==> src/rtl/aes_pkg.sv <==
// Shared definitions for the AES plaintext feed path:
// block geometry, padding schemes and packer state encoding.
package aes_pkg;

    localparam int AES_BLOCK_BYTES = 16;
    localparam int AES_BLOCK_W     = 128;

    localparam int PAD_PKCS7 = 0;
    localparam int PAD_FIXED = 1;

    typedef enum logic [1:0] {
        FILL = 2'd0,
        PAD  = 2'd1,
        OUT  = 2'd2
    } packState_t;

    // fillCount is the number of message bytes already in the block (1..16)
    function automatic logic [7:0] padValue(
        input int         mode,
        input logic [4:0] fillCount,
        input logic [7:0] padChar
    );
        if (mode == PAD_FIXED) begin
            return padChar;
        end
        return 8'(5'd16 - fillCount);
    endfunction

endpackage

==> src/rtl/aes_pad_fill.sv <==
// Overwrites every byte slot at or beyond fillCount with padByte.
// Slot 0 is the most significant byte of the block.
module aes_pad_fill
    import aes_pkg::*;
(
    input  logic [AES_BLOCK_W-1:0] blockIn,
    input  logic [4:0]             fillCount,
    input  logic [7:0]             padByte,
    output logic [AES_BLOCK_W-1:0] blockOut
);

    logic [AES_BLOCK_BYTES-1:0] slotMask;

    always_comb begin
        slotMask = '0;
        for (int i = 0; i < AES_BLOCK_BYTES; i++) begin
            slotMask[i] = (5'(i) >= fillCount);
        end
    end

    always_comb begin
        blockOut = '0;
        for (int i = 0; i < AES_BLOCK_BYTES; i++) begin
            blockOut[AES_BLOCK_W-1-8*i -: 8] = slotMask[i] ? padByte
                : blockIn[AES_BLOCK_W-1-8*i -: 8];
        end
    end

endmodule

==> src/rtl/aes_block_packer.sv <==
// Packs a byte stream into padded 128-bit AES plaintext blocks,
// first byte in bits [127:120], with a valid/ready block output.
module aes_block_packer
    import aes_pkg::*;
#(
    parameter int         PAD_MODE = 0,
    parameter logic [7:0] PAD_CHAR = 8'h20
) (
    input  logic                   clk,
    input  logic                   rst,
    input  logic [7:0]             in_data,
    input  logic                   in_valid,
    input  logic                   in_last,
    output logic                   in_ready,
    output logic [AES_BLOCK_W-1:0] out_block,
    output logic                   out_valid,
    output logic                   out_last,
    input  logic                   out_ready
);

    localparam bit IS_PKCS7 = (PAD_MODE == PAD_PKCS7);

    packState_t             state;
    packState_t             nextState;
    logic [3:0]             cnt;
    logic [AES_BLOCK_W-1:0] blockReg;
    logic [AES_BLOCK_W-1:0] paddedBlock;
    logic                   lastFlag;
    logic                   extraPending;
    logic                   accept;
    logic [7:0]             padByte;

    assign accept  = in_valid && in_ready;
    // In PAD, cnt already holds the number of filled bytes
    assign padByte = padValue(PAD_MODE, {1'b0, cnt}, PAD_CHAR);

    aes_pad_fill padFill (
        .blockIn   (blockReg),
        .fillCount ({1'b0, cnt}),
        .padByte   (padByte),
        .blockOut  (paddedBlock)
    );

    always_ff @(posedge clk) begin
        if (rst) begin
            state <= FILL;
        end else begin
            state <= nextState;
        end
    end

    always_comb begin
        nextState = state;
        unique case (state)
            FILL: begin
                if (accept && cnt == 4'd15) begin
                    nextState = OUT;
                end else if (accept && in_last) begin
                    nextState = PAD;
                end
            end
            PAD: begin
                nextState = OUT;
            end
            OUT: begin
                if (out_ready && !extraPending) begin
                    nextState = FILL;
                end
            end
            default: begin
                nextState = FILL;
            end
        endcase
    end

    always_comb begin
        in_ready  = 1'b0;
        out_valid = 1'b0;
        out_last  = 1'b0;
        unique case (state)
            FILL: begin
                in_ready = 1'b1;
            end
            PAD: begin
                in_ready = 1'b0;
            end
            OUT: begin
                out_valid = 1'b1;
                out_last  = lastFlag;
            end
            default: begin
                in_ready = 1'b0;
            end
        endcase
    end

    always_ff @(posedge clk) begin
        if (rst) begin
            blockReg     <= '0;
            cnt          <= '0;
            lastFlag     <= 1'b0;
            extraPending <= 1'b0;
        end else begin
            unique case (state)
                FILL: begin
                    if (accept) begin
                        blockReg[{~cnt, 3'b000} +: 8] <= in_data;
                        cnt <= cnt + 4'd1;
                        if (cnt == 4'd15) begin
                            // PKCS#7 owes a whole pad block after a full last block
                            lastFlag     <= in_last && !IS_PKCS7;
                            extraPending <= in_last && IS_PKCS7;
                        end
                    end
                end
                PAD: begin
                    blockReg <= paddedBlock;
                    lastFlag <= 1'b1;
                end
                OUT: begin
                    if (out_ready) begin
                        cnt <= '0;
                        if (extraPending) begin
                            blockReg     <= {AES_BLOCK_BYTES{8'h10}};
                            extraPending <= 1'b0;
                            lastFlag     <= 1'b1;
                        end else begin
                            lastFlag <= 1'b0;
                        end
                    end
                end
                default: begin
                    cnt <= '0;
                end
            endcase
        end
    end

    assign out_block = blockReg;

endmodule

==> config.mk <==
export PLATFORM = sky130hd
export DESIGN_NAME = aes_block_packer
export DESIGN_NICKNAME = d
export VERILOG_FILES = /design/src/rtl/aes_pkg.sv /design/src/rtl/aes_pad_fill.sv /design/src/rtl/aes_block_packer.sv
export SDC_FILE = /design/constraint.sdc
export NUM_CORES = 1
export LEC_CHECK = 0
export CAP_MARGIN = 15
export CORE_ASPECT_RATIO = 0.5
export CORE_MARGIN = 10
export CORE_UTILIZATION = 44
export CTS_BUF_LIST = sky130_fd_sc_hd__clkbuf_8 sky130_fd_sc_hd__clkbuf_16
export DETAILED_ROUTE_END_ITERATION = 10
export PLACE_DENSITY = 0.83
export SETUP_SLACK_MARGIN = 0.02
export SLEW_MARGIN = 20
export SYNTH_ARGS = -nofsm -noshare
export SYNTH_HDL_FRONTEND = slang
export SYNTH_SLANG_ARGS = --single-unit
==> constraint.sdc <==
create_clock -name clk -period 2.4 [get_ports clk]
set_input_delay 0.48 -clock clk [delete_from_list [all_inputs] [get_ports clk]]
set_output_delay 0.48 -clock clk [all_outputs]
set_load 0.02 [all_outputs]
==> metrics.csv <==
metric;value;unit
run_status;complete, no violations;
antennaDiodeCount;0;
dpl.hpwl;20090;um
gr-usage-all-layers;23.95;%
slew_viol_final;0;
use_met3;7.463;%
synth_seq_cells;136;
finalPower;13.92;mW
antenna_found_initial;0;
cts_htree_levels;4;
layout-drive-gt1-share;19.04;%
synth.most_common_cell;dfxtp_1;
vias_per_cell;6.030;
synth_area_leaders;dfxtp_1 41%, a21oi_1 6.0%, a211oi_1 4.0%, nor2_1 3.9%, nand2_1 2.6%;
clock_path_buffers;2;
grt_pass1_vias;7027;
path_class;reg2reg;
fill_cells;1220;
finalWorstSetupSlack;0.06554;ns
syn_to_final_growth;43.47;%
syn_area;6689;um2
floorplan.die_area;20830;um2
worstPathRequired;2.71;ns
overflow;0;
wirelength;26270;um
maxCapViolations;0;
start_util;45.62;%
synthTopCellsByCount;136 x dfxtp_1, 80 x a21oi_1, 69 x nor2_1, 47 x nand2_1, 37 x clkbuf_1;
top_usage_layer;met2;
synth_edf_count;0;
synth_cells;791;
cts_root_buffer;clkbuf_16;
final_cells;1201;
setup_viol;0;
globalplace.congestion;0.9601;
synth_fp_nets;813;
finalCriticalPeriod;2.334;ns
gr-usage-met1;31.97;%
placed_area;8884;um2
maxSlewHeadroom;59.45;%
tritoncts;yes;
synth_top_area_cell;dfxtp_1;
final_util;65.45;%
drc_errors;0;
final_net_count;1012;
ir_drop;0.7234;mV
arrival;2.64;ns
powerDensity;1451;nW/um2
yosysWarnings;0;
io_pins;144;
cts_hold_buffers;0;
synth_cell_types;78;
endpoint_kind;register;
wl_per_cell;21.87;um
die_y;107.2;um
ant_nets;0;
die_w;194.4;um
use_met2;36.76;%
insertion_delay;0.43;ns
rrSetupSlack;0.07;ns
start_kind;register;
rows;31;
dp_worst_setup_slack;-0.1735;ns
p_leak;3.437;nW
dp_cells;1165;
drt_iter0_markers;784;
tightest_slew;0.6063;ns
synth-main-ff-cell;dfxtp_1;
rsz0062_at_grt;true;
stdcell_area;9597;um2
grt_max_degree;32;
syn_area_per_cell;8.456;um2
clock.fmax;0.4284;GHz
clk_pin_slew;0.06;ns
crit_path_max_fanout;5;
dr_total_vias;7242;
core;14660;um2
first_pass_iters;5;
hold_path_class;reg2reg;
final_hold_viol_count;0;
synth_seq_area_share;40.70;%
synthArstFlopShare;0;%
clkSinkCount;136;
synth_top_area_share;40.70;%
portBuffers;143;
cts_buffers;17;
grt_pass1_wl;40290;um
fin_crit_sh;97.27;%
fin_worst_skew;0.01255;ns
## layout by cell type (no fill, tap or decap), types with 5 or more instances in the layout
cell             netlist  layout
mux2i_1               10      10
nand2_1               47      47
nand4_1               17      17
buf_4                  7      96
inv_1                 34      34
a311oi_1              19      19
inv_6                  0       7
nor2b_1               20      19
nor3_1                23      22
o22ai_1                7       7
buf_12                 0       7
o21ai_0               34      34
or2_2                  5       5
or3_1                  6       6
and3_1                 9       9
nand3_1               23      23
a211oi_1              36      36
clkdlybuf4s50_1        0     142
dfxtp_1              136     134
a32o_1                 6       6
a22o_1                 6       6
o21a_1                 6       6
a31oi_1                7       7
a221oi_1               5       5
and2_1                10      10
o32ai_1               16      16
a21oi_1               80      79
nor2_1                69      67
clkbuf_16              0      17
## where the power goes
group	total (mW)	switching [mW]	leakage [nW]	internal (mW)
registers	3.16	0.355	1.11	2.81
clock network	2.66	1.10	0.289	1.56
logic	8.10	4.55	2.04	3.55
## final timing paths
path / from / end / cells past startpoint
max reg2reg: state[0] / out_block[78] / 7
max: state[0] / out_block[78] / 7
min: out_block[95] / out_block[95] / 1
min reg2reg: out_block[95] / out_block[95] / 1
## cells by family (layout without fill, tap and decap cells)
family | count (synthesis) | in the layout | share of synthesized area [%]
compound gates | 267 | 267 | 28.26
xor+xnor | 4 | 4 | 0.5239
fa+ha+maj | 9 | 9 | 1.684
buf+inv | 103 | 315 | 6.809
flops | 136 | 136 | 40.70
mux | 12 | 12 | 1.833
simple gates | 260 | 260 | 20.18
## stage by stage
stage               setup TNS [ns]  hold slack (ns)
floorplan                        0           0.4515
global placement            -1.664           0.4511
detailed placement          -6.894           0.4564
CTS                              0           0.4713
global route                     0           0.4901
finish                           0           0.4688
## worst max-delay path, cell delays in order, from the launching register on
cell	delay, ns
dfxtp_2	0.35
inv_2	0.07
ha_4	0.18
a21boi_2	0.19
or4_4	0.65
a211oi_4	0.33
nor2_1	0.17
a22o_1	0.26
## cell type report
type	instances	area, um2	area share [%]
clock buffers	17	425.4	4.433
clock inverters	15	165.2	1.721
inverters	36	136.4	1.421
multi-input cells	552	3596	37.47
flip-flops and latches	136	2728	28.42
well taps	198	247.7	2.581
repair buffers	247	2298	23.95
## layer usage
| layer | vias up | wire length [um] |
|---|---|---|
| li1 | 3331 | - |
| met4 | 0 | 354 |
| met5 | - | 0 |
| met1 | 3499 | 11880 |
| met2 | 370 | 11440 |
| met3 | 42 | 2592 |
## repair_timing
item,4_1_cts,5_1_grt
hold endpoints to repair,0,0
resized for setup,2,24
pin swaps,0,5
cloned,0,1
endpoints found under the setup margin,2,91
setup buffers,0,3
Power figures use the tool's default switching activity.
